`config.mk`:
```
export PLATFORM = sky130hd
export DESIGN_NAME = btn_conditioner_flat
export DESIGN_NICKNAME = d
export VERILOG_FILES = /design/src/rtl/btn_pkg.sv /design/src/rtl/btn_if.sv /design/src/rtl/btn_debounce.sv /design/src/rtl/btn_conditioner.sv /design/src/flat_wrapper.sv
export SDC_FILE = /design/constraint.sdc
export NUM_CORES = 1
export LEC_CHECK = 0
export BUFFER_PORTS_ARGS = -buffer_cell sky130_fd_sc_hd__buf_2
export CORE_ASPECT_RATIO = 0.6
export CORE_MARGIN = 2
export CORE_UTILIZATION = 40
export DETAILED_ROUTE_END_ITERATION = 12
export GPL_TIMING_DRIVEN = 0
export SLEW_MARGIN = 5
export SYNTH_ARGS = -nofsm -noshare
export SYNTH_HDL_FRONTEND = slang
export SYNTH_HIERARCHICAL = 1
export SYNTH_SLANG_ARGS = --single-unit
export TNS_END_PERCENT = 20
```
`constraint.sdc`:
```
create_clock -name clk -period 2.1 [get_ports clk]
set_input_delay 0.105 -clock clk [delete_from_list [all_inputs] [get_ports clk]]
set_output_delay 0.105 -clock clk [all_outputs]
set_load 0.02 [all_outputs]
```
`src/rtl/btn_pkg.sv`:
```
// Shared types and helpers for the push-button front-end (btn_conditioner).
// Button identifiers are ordered by arbitration priority: lower value wins.
package btn_pkg;

  localparam int NUM_BTN = 4;

  typedef enum logic [1:0] {
    BTN_IZQ = 2'd0,
    BTN_DER = 2'd1,
    BTN_ARR = 2'd2,
    BTN_ABA = 2'd3
  } btn_id_t;

  typedef enum logic [1:0] {
    IDLE   = 2'd0,
    PULSE  = 2'd1,
    HOLD   = 2'd2,
    REPEAT = 2'd3
  } state_t;

  // Largest of three cycle counts; sizes the shared counter width.
  function automatic int max3(input int a, input int b, input int c);
    int m;
    m = a;
    if (b > m) m = b;
    if (c > m) m = c;
    return m;
  endfunction

endpackage

```
`src/rtl/btn_if.sv`:
```
// Pad/strobe bundle between the board pins and the movement FSM.
// Protocol: raw pads are active-low and fully asynchronous. Each strobe
// output is active-low, lasts exactly one clock and is never asserted
// together with another strobe; there is no back-pressure, the consumer
// must act on the strobe in the cycle it is low. btn_active is high while
// the accepted button is still held. state_dbg mirrors the arbiter state.
interface btn_if;
  import btn_pkg::*;

  logic   btn_izquierda_raw;
  logic   btn_derecha_raw;
  logic   btn_arriba_raw;
  logic   btn_abajo_raw;
  logic   btn_izquierda;
  logic   btn_derecha;
  logic   btn_arriba;
  logic   btn_abajo;
  logic   btn_active;
  state_t state_dbg;

  // Board / stimulus side: drives pads, observes strobes.
  modport master (
    output btn_izquierda_raw, btn_derecha_raw, btn_arriba_raw, btn_abajo_raw,
    input  btn_izquierda, btn_derecha, btn_arriba, btn_abajo, btn_active,
    input  state_dbg
  );

  // Conditioner side: reads pads, produces strobes.
  modport slave (
    input  btn_izquierda_raw, btn_derecha_raw, btn_arriba_raw, btn_abajo_raw,
    output btn_izquierda, btn_derecha, btn_arriba, btn_abajo, btn_active,
    output state_dbg
  );
endinterface

```
`src/rtl/btn_debounce.sv`:
```
// One button lane: pad synchroniser, stability-counting debouncer and
// press/release event detection. Released level is 1 (pads are active-low).
module btn_debounce #(
  parameter int SYNC_STAGES     = 2,
  parameter int DEBOUNCE_CYCLES = 250000,
  parameter int CW              = 18
) (
  input  logic clk,
  input  logic rst,
  input  logic raw,
  output logic level,
  output logic press_evt,
  output logic rel_evt
);

  localparam logic [CW-1:0] DEB_LAST = CW'(DEBOUNCE_CYCLES - 1);
  localparam logic [CW-1:0] CNT_SAT  = {CW{1'b1}};

  logic [SYNC_STAGES-1:0] sync_q;
  logic [CW-1:0]          cnt_q;
  logic                   sample;

  assign sample = sync_q[SYNC_STAGES-1];

  // Synchroniser chain; resets to the released level so no false press.
  always_ff @(posedge clk or posedge rst) begin
    if (rst) sync_q <= '1;
    else     sync_q <= {sync_q[SYNC_STAGES-2:0], raw};
  end

  // Accept a new level only after DEBOUNCE_CYCLES consecutive differing samples.
  always_ff @(posedge clk or posedge rst) begin
    if (rst) begin
      cnt_q     <= '0;
      level     <= 1'b1;
      press_evt <= 1'b0;
      rel_evt   <= 1'b0;
    end else begin
      press_evt <= 1'b0;
      rel_evt   <= 1'b0;
      if (sample == level) begin
        cnt_q <= '0;
      end else if (cnt_q == DEB_LAST) begin
        level     <= sample;
        cnt_q     <= '0;
        press_evt <= ~sample;
        rel_evt   <= sample;
      end else if (cnt_q != CNT_SAT) begin
        cnt_q <= cnt_q + CW'(1);
      end
    end
  end

endmodule

```
`src/rtl/btn_conditioner.sv`:
```
// Four-button front-end: per-button debounce lanes feeding a shared
// arbiter that emits one active-low, one-cycle strobe per accepted press.
// Optional auto-repeat while held: define BTN_CONDITIONER_AUTOREPEAT_EN.
module btn_conditioner
  import btn_pkg::*;
#(
  parameter int SYNC_STAGES     = 2,
  parameter int DEBOUNCE_CYCLES = 250000,
  parameter int REPEAT_DELAY    = 25000000,
  parameter int REPEAT_PERIOD   = 10000000
) (
  input  logic  clk,
  input  logic  rst,
  btn_if.slave  bus
);

  localparam int CW = $clog2(max3(DEBOUNCE_CYCLES, REPEAT_DELAY, REPEAT_PERIOD) + 1);

  logic [NUM_BTN-1:0] raw_v;
  logic [NUM_BTN-1:0] lvl;
  logic [NUM_BTN-1:0] press;
  logic [NUM_BTN-1:0] rel_v;

  // Index order follows btn_id_t so bit 0 is the highest priority.
  assign raw_v = {bus.btn_abajo_raw, bus.btn_arriba_raw,
                  bus.btn_derecha_raw, bus.btn_izquierda_raw};

  for (genvar g = 0; g < NUM_BTN; g++) begin : g_lane
    btn_debounce #(
      .SYNC_STAGES     (SYNC_STAGES),
      .DEBOUNCE_CYCLES (DEBOUNCE_CYCLES),
      .CW              (CW)
    ) u_deb (
      .clk       (clk),
      .rst       (rst),
      .raw       (raw_v[g]),
      .level     (lvl[g]),
      .press_evt (press[g]),
      .rel_evt   (rel_v[g])
    );
  end

  state_t             state_q, state_d;
  btn_id_t            win_q, win_d, win_pick;
  logic               fire;
  logic               rel_win;
  logic               active_d;
  logic               active_q;
  logic [NUM_BTN-1:0] out_q;

`ifdef BTN_CONDITIONER_AUTOREPEAT_EN
  localparam logic [CW-1:0] DELAY_LAST  = CW'(REPEAT_DELAY - 1);
  localparam logic [CW-1:0] PERIOD_LAST = CW'(REPEAT_PERIOD - 1);
  localparam logic [CW-1:0] RPT_SAT     = {CW{1'b1}};
  logic [CW-1:0] rpt_q, rpt_d;
`endif

  // Fixed priority among same-cycle presses; losers are simply dropped.
  always_comb begin
    win_pick = BTN_IZQ;
    if      (press[BTN_IZQ]) win_pick = BTN_IZQ;
    else if (press[BTN_DER]) win_pick = BTN_DER;
    else if (press[BTN_ARR]) win_pick = BTN_ARR;
    else if (press[BTN_ABA]) win_pick = BTN_ABA;
  end

  // Latched button counts as released once its debounced level is back high.
  assign rel_win = lvl[win_q] | rel_v[win_q];

  // Arbiter next-state; fire requests a strobe of the latched button next cycle.
  always_comb begin
    state_d = state_q;
    win_d   = win_q;
    fire    = 1'b0;
`ifdef BTN_CONDITIONER_AUTOREPEAT_EN
    rpt_d   = rpt_q;
`endif
    case (state_q)
      IDLE: begin
        if (|press) begin
          win_d   = win_pick;
          state_d = PULSE;
        end
      end
      PULSE: begin
        fire    = 1'b1;
        state_d = rel_win ? IDLE : HOLD;
`ifdef BTN_CONDITIONER_AUTOREPEAT_EN
        rpt_d   = '0;
`endif
      end
      HOLD: begin
        if (rel_win) begin
          state_d = IDLE;
        end
`ifdef BTN_CONDITIONER_AUTOREPEAT_EN
        else if (rpt_q == DELAY_LAST) begin
          fire    = 1'b1;
          state_d = REPEAT;
          rpt_d   = '0;
        end else if (rpt_q != RPT_SAT) begin
          rpt_d = rpt_q + CW'(1);
        end
`endif
      end
`ifdef BTN_CONDITIONER_AUTOREPEAT_EN
      REPEAT: begin
        if (rel_win) begin
          state_d = IDLE;
        end else if (rpt_q == PERIOD_LAST) begin
          fire  = 1'b1;
          rpt_d = '0;
        end else if (rpt_q != RPT_SAT) begin
          rpt_d = rpt_q + CW'(1);
        end
      end
`endif
      default: state_d = IDLE;
    endcase
  end

  // btn_active rises the cycle after PULSE and drops on the release edge.
  assign active_d = ((state_q == HOLD) || (state_q == REPEAT)) && !rel_win;

  // Arbiter state, winner latch and registered active-low outputs.
  always_ff @(posedge clk or posedge rst) begin
    if (rst) begin
      state_q  <= IDLE;
      win_q    <= BTN_IZQ;
      out_q    <= '1;
      active_q <= 1'b0;
    end else begin
      state_q  <= state_d;
      win_q    <= win_d;
      out_q    <= fire ? ~(NUM_BTN'(1) << win_q) : '1;
      active_q <= active_d;
    end
  end

`ifdef BTN_CONDITIONER_AUTOREPEAT_EN
  // Hold/repeat interval counter.
  always_ff @(posedge clk or posedge rst) begin
    if (rst) rpt_q <= '0;
    else     rpt_q <= rpt_d;
  end
`endif

  assign bus.btn_izquierda = out_q[BTN_IZQ];
  assign bus.btn_derecha   = out_q[BTN_DER];
  assign bus.btn_arriba    = out_q[BTN_ARR];
  assign bus.btn_abajo     = out_q[BTN_ABA];
  assign bus.btn_active    = active_q;
  assign bus.state_dbg     = state_q;

endmodule

```
`src/flat_wrapper.sv`:
```
// flat-port wrapper written by rule: the top's interface ports become plain ports
module btn_conditioner_flat import btn_pkg::*;
#(
  parameter int SYNC_STAGES     = 2,
  parameter int DEBOUNCE_CYCLES = 250000,
  parameter int REPEAT_DELAY    = 25000000,
  parameter int REPEAT_PERIOD   = 10000000
)
  (clk, rst, bus_btn_izquierda_raw, bus_btn_derecha_raw, bus_btn_arriba_raw, bus_btn_abajo_raw, bus_btn_izquierda, bus_btn_derecha, bus_btn_arriba, bus_btn_abajo, bus_btn_active, bus_state_dbg);
  btn_if bus_i ();
  input  logic clk;
  input  logic rst;
  input wire logic [$bits(bus_i.btn_izquierda_raw)-1:0] bus_btn_izquierda_raw;
  input wire logic [$bits(bus_i.btn_derecha_raw)-1:0] bus_btn_derecha_raw;
  input wire logic [$bits(bus_i.btn_arriba_raw)-1:0] bus_btn_arriba_raw;
  input wire logic [$bits(bus_i.btn_abajo_raw)-1:0] bus_btn_abajo_raw;
  output wire logic [$bits(bus_i.btn_izquierda)-1:0] bus_btn_izquierda;
  output wire logic [$bits(bus_i.btn_derecha)-1:0] bus_btn_derecha;
  output wire logic [$bits(bus_i.btn_arriba)-1:0] bus_btn_arriba;
  output wire logic [$bits(bus_i.btn_abajo)-1:0] bus_btn_abajo;
  output wire logic [$bits(bus_i.btn_active)-1:0] bus_btn_active;
  output wire logic [$bits(bus_i.state_dbg)-1:0] bus_state_dbg;
  assign bus_i.btn_izquierda_raw = bus_btn_izquierda_raw;
  assign bus_i.btn_derecha_raw = bus_btn_derecha_raw;
  assign bus_i.btn_arriba_raw = bus_btn_arriba_raw;
  assign bus_i.btn_abajo_raw = bus_btn_abajo_raw;
  assign bus_btn_izquierda = bus_i.btn_izquierda;
  assign bus_btn_derecha = bus_i.btn_derecha;
  assign bus_btn_arriba = bus_i.btn_arriba;
  assign bus_btn_abajo = bus_i.btn_abajo;
  assign bus_btn_active = bus_i.btn_active;
  assign bus_state_dbg = bus_i.state_dbg;
  btn_conditioner #(.SYNC_STAGES(SYNC_STAGES), .DEBOUNCE_CYCLES(DEBOUNCE_CYCLES), .REPEAT_DELAY(REPEAT_DELAY), .REPEAT_PERIOD(REPEAT_PERIOD)) u_core (.clk(clk), .rst(rst), .bus(bus_i));
endmodule
```
==> results.py, run 1 <==
metrics = {
    "outcome": {
        "status": "complete, no violations",
    },
    "die": {
        "die_y_um": 105.5,
        "core_area_um2": 16940,
        "rows": 37,
        "initial_core_util_pct": 40.50,
        "dieWidth_um": 173.1,
        "dieArea_um2": 18250,
        "pin_count": 13,
    },
    "logic_synthesis": {
        "synth_ff_type": "dfrtp_1",
        "yosys.area_share.simple_pct": 25.53,
        "synth-edff-count": 0,
        "postSynthCellCount": 699,
        "synth_compound_area_share_pct": 14.59,
        "synthAdderAreaFrac_pct": 0.7294,
        "avgSynthCellArea_um2": 9.816,
        "yosysSeqAreaShare_pct": 47.34,
        "synth_warnings": 6,
        "synth_xor_xnor_area_share_pct": 7.659,
        "ys_types": 43,
        "synth_most_common_cell": "dfrtp_1",
        "ys_ff_latch": 129,
        "ys_async_sr_fraction_pct": 100.0,
        "synth_top_area_share_pct": 41.21,
        "synth_nets": 709,
        "synthMuxAreaShare_pct": 0.9847,
        "synth_top_family_by_area": "simple AND/OR/NAND/NOR gates",
        "netlist_top_cells_count": "113 x dfrtp_1, 53 x a21oi_1, 48 x nor4_1, 48 x xnor2_1, 44 x nand4_1",
        "synth_top_cells_by_area": "dfrtp_1 41%, dfstp_2 6.1%, xnor2_1 6.1%, nor4_1 4.4%, nand4_1 4.0%",
        "synth_area_um2": 6862,
        "yosysTopAreaCell": "dfrtp_1",
    },
    "layout": {
        "antenna_cells": 0,
        "final-instance-count-excl-fill": 994,
        "nets": 758,
        "drive_above_1_share_pct": 19.74,
        "final_cell_area_um2": 8138,
        "area_growth_pct": 18.60,
    },
    "global_routing": {
        "antenna_found_initial": 0,
        "globalRoute.busiestLayer": "met1",
        "grtUsageMet1_pct": 31.02,
        "grt_pass1_wl_um": 29370,
        "grt_pass1_vias": 5606,
        "overflow": 0,
        "grt_max_degree": 31,
        "grtUsageTotal_pct": 19.60,
        "grt_use_met2_pct": 27.66,
        "met3_usage_pct": 3.463,
    },
    "sta": {
        "rsz0062_at_grt": "true",
        "setup_slack_ps": 56.63,
        "period_minus_slack_ps": 2043,
        "hold_violations": 0,
        "worstMarginPinSlew_ps": 1112,
        "drv_slew": 0,
        "setup_tns_ps": 0,
        "relSlewSlack_pct": 25.39,
        "max_freq_mhz": 489.4,
        "setup_violations": 0,
        "finClkSkew_ps": 12.99,
        "post-route-period-util_pct": 97.30,
    },
    "power": {
        "switching_share_pct": 22.17,
        "netSwitchingPower_mw": 1.246,
        "total_power_mw": 5.621,
        "ir_drop_mv": 0.5510,
        "combPwrFrac_pct": 3.2,
        "cellPowerDensity_nw_per_um2": 690.7,
        "power_frac_clock_pct": 51.1,
        "seq_power_share_pct": 45.6,
        "p_int_mw": 4.375,
        "leakage_nw": 3.046,
    },
    "worst_setup_path": {
        "rrSetupSlack_ps": 60,
        "arrival_ps": 2310,
        "crit_chain": "ha_4, nand4_1, or4_4, a2111oi_2, a211oi_1",
        "rr_endpoint": "u_core/g_lane[3].u_deb/cnt_q[20]$_DFFE_PP0P_",
        "criticalPathCategory": "flop to flop",
        "r2r_cells": 5,
        "crit_slowest_cell": "or4_4",
        "endpoint_kind": "flop",
        "worstSetupStartpointType": "flop",
        "required_ps": 2360,
        "crit_fanout": 6,
        "rr_startpoint": "u_core/g_lane[3].u_deb/cnt_q[0]$_DFFE_PP0P_",
        "slowest_delay_ps": 560,
    },
    "placement": {
        "post-place-ws_ps": -360.8,
        "dp_hpwl_um": 11860,
        "gp_congestion": 0.9340,
        "numPortBuffers": 12,
        "placed_cell_area_um2": 7214,
        "dp.cells": 945,
    },
    "drt": {
        "ant_nets": 0,
        "avgRoutedWirePerCell_um": 17.52,
        "vias": 6015,
        "vias_per_cell": 6.051,
        "routed_wirelength_um": 17410,
        "dr.first_iter.drc_count": 621,
        "drt-pass1-iter-count": 5,
        "drc": 0,
    },
    "min_path": {
        "hp-class": "input pin to async pin",
    },
    "clock_network": {
        "cts.clk_slew.worst_paths_ps": 60,
        "cts.htree.levels": 4,
        "cts_buffers": 17,
        "cts_buffer_depth": 2,
        "cts_root_buf": "clkbuf_16",
        "clock-sinks": 129,
        "cts_tree": "built",
        "clk_latency_ps": 410,
    },
    "flow_run": {
        "maxCapViolCount": 0,
    },
}
==> power by group through the flow <==
stage,clock network (mW),logic [mW],registers [mW]
detailed placement,0,0.155,2.60
CTS,2.93,0.173,2.56
global route,3.07,0.208,2.57
floorplan,0,0.110,2.59
finish,2.87,0.181,2.57
global placement,0,0.148,2.60
==> registers in the layout, summed over array words and instances, names as in the netlist <==
| name | count |
|---|---|
| u_core/g_lane.u_deb/cnt_q | 100 |
| u_core/g_lane.u_deb/sync_q | 8 |
| u_core/g_lane.u_deb/level | 4 |
| u_core/g_lane.u_deb/press_evt | 4 |
| u_core/g_lane.u_deb/rel_evt | 4 |
| u_core/out_q | 4 |
| u_core/bus.state_dbg | 2 |
| u_core/win_q | 2 |
| u_core/bus.btn_active | 1 |
==> what timing repair did <==
action / 4_1_cts / 5_1_grt
hold buffers: 5 / 0
pin swaps: 0 / 5
cloned: 0 / 0
setup endpoints to repair: 95 / 83
gates resized for setup: 12 / 34
endpoints found under the hold margin: 10 / 0
buffers inserted: 9 / 4
==> cells by family (layout without fill, tap and decap cells) <==
logic type / count (synthesis) / count (layout)
adder cells (fa/ha/maj): 4 / 4
AND/OR/NAND/NOR: 290 / 290
buffers and inverters: 50 / 111
flip-flops: 129 / 129
XOR/XNOR: 60 / 60
AO/OA/AOI/OAI: 161 / 161
multiplexers: 5 / 5
==> critical path, delay by kind of cell (launching register included) <==
| family | cells | cell delay, ps |
|---|---|---|
| AOI/OAI and AO/OA | 2 | 490 |
| and+or+nand+nor | 2 | 780 |
| DFF | 1 | 440 |
| adders and majority gates | 1 | 190 |
==> per-stage QoR <==
stage | util, % | hold WS [ps]
floorplan | - | -69.94
global placement | 42.58 | 128.4
detailed placement | 42.58 | 140.5
CTS | 46.99 | 267.3
global route | 48.03 | 306.9
finish | 48.03 | 260.6
==> layer usage <==
metal | share of wire (%) | routed length (um) | vias up
met2 | 42 | 7359 | 190
met1 | 52 | 8978 | 3003
li1 | - | - | 2809
met4 | 0.64 | 111 | 0
met5 | 0 | 0 | -
met3 | 5.5 | 961 | 13
==> layout make-up <==
class,count,area [um2]
fillers,1569,8806
multi-input cells,520,3591
flip-flops and latches,129,3257
clock buffers,20,456.7
well taps,234,292.8
repair buffers,30,207.7
plain buffers,32,151.4
clock inverters,11,113.9
inverters,18,67.56
==> cell usage in the layout (no fill, tap or decap), types with 5 or more instances in the layout <==
cell type | Yosys | final
a211oi_1 | 5 | 5
a21oi_1 | 53 | 53
a31oi_1 | 20 | 20
and2_1 | 5 | 5
and3_1 | 8 | 8
buf_2 | 12 | 24
buf_4 | 4 | 17
clkbuf_1 | 16 | 16
clkbuf_16 | 0 | 17
clkinv_2 | 0 | 6
dfrtp_1 | 113 | 106
dfrtp_2 | 0 | 7
dfstp_2 | 16 | 16
dlygate4sd3_1 | 0 | 5
inv_1 | 18 | 14
nand2_1 | 42 | 42
nand2b_1 | 6 | 6
nand3_1 | 40 | 40
nand4_1 | 44 | 44
nand4_2 | 8 | 8
nor2_1 | 25 | 24
nor3_1 | 10 | 10
nor4_1 | 48 | 36
nor4_2 | 0 | 8
nor4b_1 | 8 | 8
o21ai_0 | 16 | 16
o22ai_1 | 20 | 20
o31ai_1 | 20 | 20
or3_1 | 9 | 9
or4_1 | 16 | 14
or4_4 | 8 | 10
xnor2_1 | 48 | 48
xor2_1 | 12 | 12
==> worst max path at each step <==
stage | cells past startpoint | end | startpoint
finish | 5 | u_core/g_lane[3].u_deb/cnt_q[20]$_DFFE_PP0P_ | u_core/g_lane[3].u_deb/cnt_q[0]$_DFFE_PP0P_
global route | 5 | u_core/g_lane[1].u_deb/cnt_q[23]$_DFFE_PP0P_ | u_core/g_lane[1].u_deb/cnt_q[11]$_DFFE_PP0P_
CTS | 6 | u_core/g_lane[2].u_deb/cnt_q[2]$_DFFE_PP0P_ | u_core/g_lane[2].u_deb/cnt_q[0]$_DFFE_PP0P_
detailed placement | 6 | u_core/g_lane[0].u_deb/cnt_q[2]$_DFFE_PP0P_ | u_core/g_lane[0].u_deb/cnt_q[0]$_DFFE_PP0P_
global placement | 6 | u_core/g_lane[3].u_deb/cnt_q[8]$_DFFE_PP0P_ | u_core/g_lane[3].u_deb/cnt_q[0]$_DFFE_PP0P_
floorplan | 5 | u_core/g_lane[0].u_deb/cnt_q[20]$_DFFE_PP0P_ | u_core/g_lane[0].u_deb/cnt_q[0]$_DFFE_PP0P_
(Power assumes the default switching activity.)
==> run 2: changes to the inputs <==
RECOVER_POWER = 25   (was unset)
==> run 2 against run 1 <==
  * Critical path depth decreased by 1
  * Clock power is essentially flat
  * Worst hold slack better by 44 ps
  * Wire length hardly changed
  * Via count is essentially flat
  * Register-to-register slack hardly changed
  * First-iteration DRC count unchanged
  * Sequential share of layout area barely moved
  * Critical path type unchanged
==> results.py, run 2 (synthesis results as in run 1) <==
metrics = {
    "global_routing": {
        "grt_use_met2_pct": 27.66,
        "antenna_found_initial": 0,
        "grt_max_degree": 31,
        "grtUsageMet1_pct": 31.02,
        "grt_pass1_vias": 5606,
        "globalRoute.busiestLayer": "met1",
        "overflow": 0,
        "met3_usage_pct": 3.463,
        "grtUsageTotal_pct": 19.60,
        "grt_pass1_wl_um": 29370,
    },
    "flow_run": {
        "maxCapViolCount": 0,
    },
    "layout": {
        "drive_above_1_share_pct": 19.34,
        "layout_common_cells": "106 x dfrtp_1, 53 x a21oi_1, 48 x xnor2_1, 44 x nand4_1, 42 x nand2_1",
        "final_cell_area_um2": 8135,
        "final_common_cell": "dfrtp_1",
        "fillerInstances": 1571,
        "multi_input_area_um2": 3591,
        "top_regs": "u_core/g_lane.u_deb/cnt_q (100), u_core/g_lane.u_deb/sync_q (8)",
        "seq_area_um2": 3257,
        "regMostFlops": "u_core/g_lane.u_deb/cnt_q",
        "nets": 758,
        "antenna_cells": 0,
        "area_growth_pct": 18.56,
        "largest_reg_flops": 100,
    },
    "power": {
        "ir_drop_mv": 0.5516,
        "leakage_nw": 3.038,
        "cellPowerDensity_nw_per_um2": 690.9,
        "total_power_mw": 5.620,
    },
    "sta": {
        "setup_violations": 0,
        "post-route-period-util_pct": 97.43,
        "setup_tns_ps": 0,
        "rsz0062_at_grt": "true",
        "period_minus_slack_ps": 2046,
        "hold_violations": 0,
        "whs_ps": 304.3,
        "max_freq_mhz": 488.7,
        "setup_slack_ps": 53.94,
        "finClkSkew_ps": 13.05,
        "relSlewSlack_pct": 25.45,
        "worstMarginPinSlew_ps": 1111,
        "drv_slew": 0,
    },
    "clock_network": {
        "cts_buffer_depth": 2,
        "clk_latency_ps": 410,
        "cts.clk_slew.worst_paths_ps": 60,
        "cts_buffers": 17,
        "cts_tree": "built",
        "cts.htree.levels": 4,
        "cts_root_buf": "clkbuf_16",
        "clock-sinks": 129,
    },
    "die": {
        "core_area_um2": 16940,
        "pin_count": 13,
        "dieWidth_um": 173.1,
        "dieArea_um2": 18250,
        "initial_core_util_pct": 40.50,
        "die_y_um": 105.5,
        "rows": 37,
    },
    "worst_setup_path": {
        "slowest_delay_ps": 610,
        "criticalPathCategory": "flop to flop",
        "crit_chain": "nand4_2, or4_4, or4_1, o211a_1",
        "worstSetupStartpointType": "flop",
        "required_ps": 2390,
        "crit_slowest_cell": "or4_4",
        "arrival_ps": 2340,
        "cp_top_family": "simple AND/OR/NAND/NOR gates",
        "critical_path_buf_inv_count": 0,
        "crit_fanout": 6,
        "endpoint_kind": "flop",
    },
    "drt": {
        "drt-pass1-iter-count": 5,
        "routed_wirelength_um": 17410,
        "dr.first_iter.drc_count": 621,
        "avgRoutedWirePerCell_um": 17.51,
        "ant_nets": 0,
        "vias_per_cell": 6.047,
        "vias": 6011,
        "drc": 0,
    },
    "outcome": {
        "status": "complete, no violations",
    },
    "placement": {
        "gp_congestion": 0.9340,
        "dp_hpwl_um": 11860,
        "post-place-ws_ps": -360.8,
        "placed_cell_area_um2": 7214,
        "numPortBuffers": 12,
    },
    "min_path": {
        "hp-class": "input pin to async pin",
    },
}
-- run 2: changes by cell type in the layout (fill, tap and decap cells not counted) --
cell / previous run / this run
buf_2: 24 / 22
clkbuf_1: 16 / 18
dfstp_1: 0 / 1
dfstp_2: 16 / 15
-- run 2: path summary, 6_finish.rpt --
kind,slack [ps],cells past startpoint,startpoint,end
setup / recovery,50,4,u_core/g_lane[0].u_deb/cnt_q[14]$_DFFE_PP0P_,u_core/g_lane[0].u_deb/cnt_q[23]$_DFFE_PP0P_
hold / removal,300,3,rst,u_core/bus.btn_active$_DFF_PP0_
setup reg to reg,50,4,u_core/g_lane[0].u_deb/cnt_q[14]$_DFFE_PP0P_,u_core/g_lane[0].u_deb/cnt_q[23]$_DFFE_PP0P_
hold reg to reg,360,0,u_core/g_lane[0].u_deb/sync_q[0]$_DFF_PP1_,u_core/g_lane[0].u_deb/sync_q[1]$_DFF_PP1_
max in group asynchronous,1040,3,rst,u_core/g_lane[3].u_deb/cnt_q[0]$_DFFE_PP0P_
min in group clk,340,2,bus_btn_abajo_raw,u_core/g_lane[3].u_deb/sync_q[0]$_DFF_PP1_
-- run 2: layout make-up --
class / instances / area share, %
Buffer: 32 / 1.861
Clock buffer: 20 / 5.614
Clock inverter: 11 / 1.400
Inverter: 18 / 0.8305
Multi-Input combinational cell: 520 / 44.14
Sequential cell: 129 / 40.03
Tap cell: 234 / 3.599
Timing Repair Buffer: 30 / 2.522
-- run 2: per-stage QoR --
step / std cells / util (%)
finish: 994 / 48.01
global route: 994 / 48.01
CTS: 990 / 46.99
detailed placement: 945 / 42.58
global placement: 945 / 42.58
floorplan: 699 / -
-- run 2: worst min-delay path, stage by stage --
cell,delay (ps)
dlygate4sd3_1,530
clkbuf_1,170
inv_1,300
-- run 2: what timing repair did --
item / CTS / global route
buffers inserted: 9 / 4
setup endpoints to repair: 95 / 83
hold buffers: 5 / 0
pin swaps: 0 / 5
resized for setup: 12 / 34
endpoints found under the hold margin: 10 / 0
-- run 2: metal layers --
metal	wire length (um)	vias to the layer above	share of wire (%)
li1	-	2809	-
met1	8977	2998	52
met2	7334	189	42
met3	965	15	5.5
met4	131	0	0.75
met5	0	-	0
-- run 2: report_power, final --
part | internal, mW | switching (mW) | leakage, nW | total, mW
Clock | 1.79 | 1.08 | 0.281 | 2.87
Sequential | 2.52 | 0.0426 | 1.73 | 2.57
Combinational | 0.0590 | 0.122 | 1.03 | 0.181
Total | 4.37 | 1.25 | 3.04 | 5.62
==> run 3: changes to the inputs <==
==> constraint.sdc (replaced) <==
create_clock -name clk -period 2.1 [get_ports clk]
set_input_delay 0.42 -clock clk [delete_from_list [all_inputs] [get_ports clk]]
set_output_delay 0.42 -clock clk [all_outputs]
set_load 0.02 [all_outputs]
==> run 3 against run 2 <==
  * Clock-buffer cell count unchanged
  * Utilization down 0.29 points
  * Wire length up 0.30%
  * Critical path type unchanged
  * Highest routed layer unchanged
==> results.py, run 3 (synthesis results as in run 1) <==
metrics = {
    "outcome": {
        "status": "complete, no violations",
    },
    "power": {
        "cellPowerDensity_nw_per_um2": 694.1,
        "total_power_mw": 5.613,
        "leakage_nw": 3.021,
        "ir_drop_mv": 0.5531,
    },
    "layout": {
        "drive_above_1_share_pct": 19.60,
        "final_common_cell": "dfrtp_1",
        "fillerInstances": 1568,
        "final-instance-count-excl-fill": 989,
        "final_util_pct": 47.73,
        "regMostFlops": "u_core/g_lane.u_deb/cnt_q",
        "antenna_cells": 0,
        "final_cell_area_um2": 8087,
        "nets": 753,
        "layout_common_cells": "106 x dfrtp_1, 53 x a21oi_1, 48 x xnor2_1, 44 x nand4_1, 42 x nand2_1",
        "largest_reg_flops": 100,
        "top_regs": "u_core/g_lane.u_deb/cnt_q (100), u_core/g_lane.u_deb/sync_q (8)",
        "area_growth_pct": 17.85,
    },
    "clock_network": {
        "cts.clk_slew.worst_paths_ps": 60,
        "clock-sinks": 129,
        "cts.htree.levels": 4,
        "clk_latency_ps": 410,
        "cts_root_buf": "clkbuf_16",
        "cts_buffers": 17,
        "ctsHoldBuffers": 0,
        "cts_buffer_depth": 2,
        "cts_tree": "built",
    },
    "sta": {
        "setup_tns_ps": 0,
        "post-route-period-util_pct": 97.37,
        "setup_slack_ps": 55.33,
        "relSlewSlack_pct": 24.90,
        "max_freq_mhz": 489.1,
        "rsz0062_at_grt": "true",
        "worstMarginPinSlew_ps": 1120,
        "setup_violations": 0,
        "drv_slew": 0,
        "finClkSkew_ps": 12.02,
        "whs_ps": 65.26,
        "hold_violations": 0,
        "period_minus_slack_ps": 2045,
    },
    "worst_setup_path": {
        "worstSetupStartpointType": "flop",
        "crit_fanout": 6,
        "crit_chain": "nand4_2, or4_4, or4_1, o211a_1",
        "rr_startpoint": "u_core/g_lane[0].u_deb/cnt_q[14]$_DFFE_PP0P_",
        "criticalPathCategory": "flop to flop",
        "rr_endpoint": "u_core/g_lane[0].u_deb/cnt_q[23]$_DFFE_PP0P_",
        "crit_slowest_cell": "or4_4",
        "arrival_ps": 2340,
        "r2r_cells": 4,
        "slowest_delay_ps": 610,
        "endpoint_kind": "flop",
        "rrSetupSlack_ps": 60,
        "required_ps": 2390,
    },
    "global_routing": {
        "grt_pass1_vias": 5591,
        "grt_max_degree": 31,
        "antenna_found_initial": 0,
        "grt_pass1_wl_um": 29340,
        "grtUsageTotal_pct": 19.59,
        "overflow": 0,
    },
    "die": {
        "dieWidth_um": 173.1,
        "pin_count": 13,
        "dieArea_um2": 18250,
        "core_area_um2": 16940,
        "rows": 37,
        "die_y_um": 105.5,
        "initial_core_util_pct": 40.50,
    },
    "placement": {
        "numPortBuffers": 12,
        "post-place-ws_ps": -360.8,
        "dp_hpwl_um": 11860,
        "dp.cells": 945,
        "placed_cell_area_um2": 7214,
        "gp_congestion": 0.9340,
    },
    "drt": {
        "dr.first_iter.drc_count": 645,
        "routed_wirelength_um": 17460,
        "ant_nets": 0,
        "vias": 6010,
        "avgRoutedWirePerCell_um": 17.66,
        "drc": 0,
        "drt-pass1-iter-count": 5,
        "vias_per_cell": 6.077,
    },
    "min_path": {
        "hp-class": "input pin to async pin",
    },
    "flow_run": {
        "maxCapViolCount": 0,
    },
}
[run 3: per-layer routing]
layer	wire (um)	part of all wire, %	GRT usage, %
met5	0	0	0
met1	8985	51	31.00
met3	1024	5.9	3.463
met4	82	0.47	4.116
met2	7369	42	27.63
[run 3: how the worst max path moves through the flow]
| stage | start | to | cells past startpoint |
|---|---|---|---|
| after floorplan | u_core/g_lane[0].u_deb/cnt_q[0]$_DFFE_PP0P_ | u_core/g_lane[0].u_deb/cnt_q[20]$_DFFE_PP0P_ | 5 |
| after global placement | u_core/g_lane[3].u_deb/cnt_q[0]$_DFFE_PP0P_ | u_core/g_lane[3].u_deb/cnt_q[8]$_DFFE_PP0P_ | 6 |
| after detailed placement | u_core/g_lane[0].u_deb/cnt_q[0]$_DFFE_PP0P_ | u_core/g_lane[0].u_deb/cnt_q[2]$_DFFE_PP0P_ | 6 |
| after CTS | u_core/g_lane[2].u_deb/cnt_q[0]$_DFFE_PP0P_ | u_core/g_lane[2].u_deb/cnt_q[2]$_DFFE_PP0P_ | 6 |
| after global routing | u_core/g_lane[1].u_deb/cnt_q[11]$_DFFE_PP0P_ | u_core/g_lane[1].u_deb/cnt_q[23]$_DFFE_PP0P_ | 5 |
| final | u_core/g_lane[0].u_deb/cnt_q[14]$_DFFE_PP0P_ | u_core/g_lane[0].u_deb/cnt_q[23]$_DFFE_PP0P_ | 4 |
[run 3: area by class of cell]
cell class	instances	area, um2	area share (%)
multi-input combinational	520	3591	44.41
sequential	129	3257	40.28
clock buffer	20	456.7	5.648
tap	234	292.8	3.621
timing repair buffer	25	156.4	1.934
buffer	32	151.4	1.872
clock inverter	11	113.9	1.408
inverter	18	67.56	0.8355
[run 3: worst max-delay path, delay by kind of cell, from the launching register on]
family	cells	cell delay [ps]
AND/OR/NAND/NOR	3	1250
flip-flops	1	460
AO/OA/AOI/OAI	1	220
[run 3: repair_timing]
| item | in CTS | in global routing |
|---|---|---|
| setup buffers | 9 | 4 |
| pin swaps | 0 | 5 |
| hold endpoints to repair | 0 | 0 |
| setup endpoints to repair | 95 | 83 |
| resized for setup | 12 | 34 |
[run 3: power breakdown]
| group | internal [mW] | total [mW] | switching, mW |
|---|---|---|---|
| logic | 0.0530 | 0.175 | 0.121 |
| registers | 2.52 | 2.57 | 0.0424 |
| clock network | 1.79 | 2.87 | 1.08 |
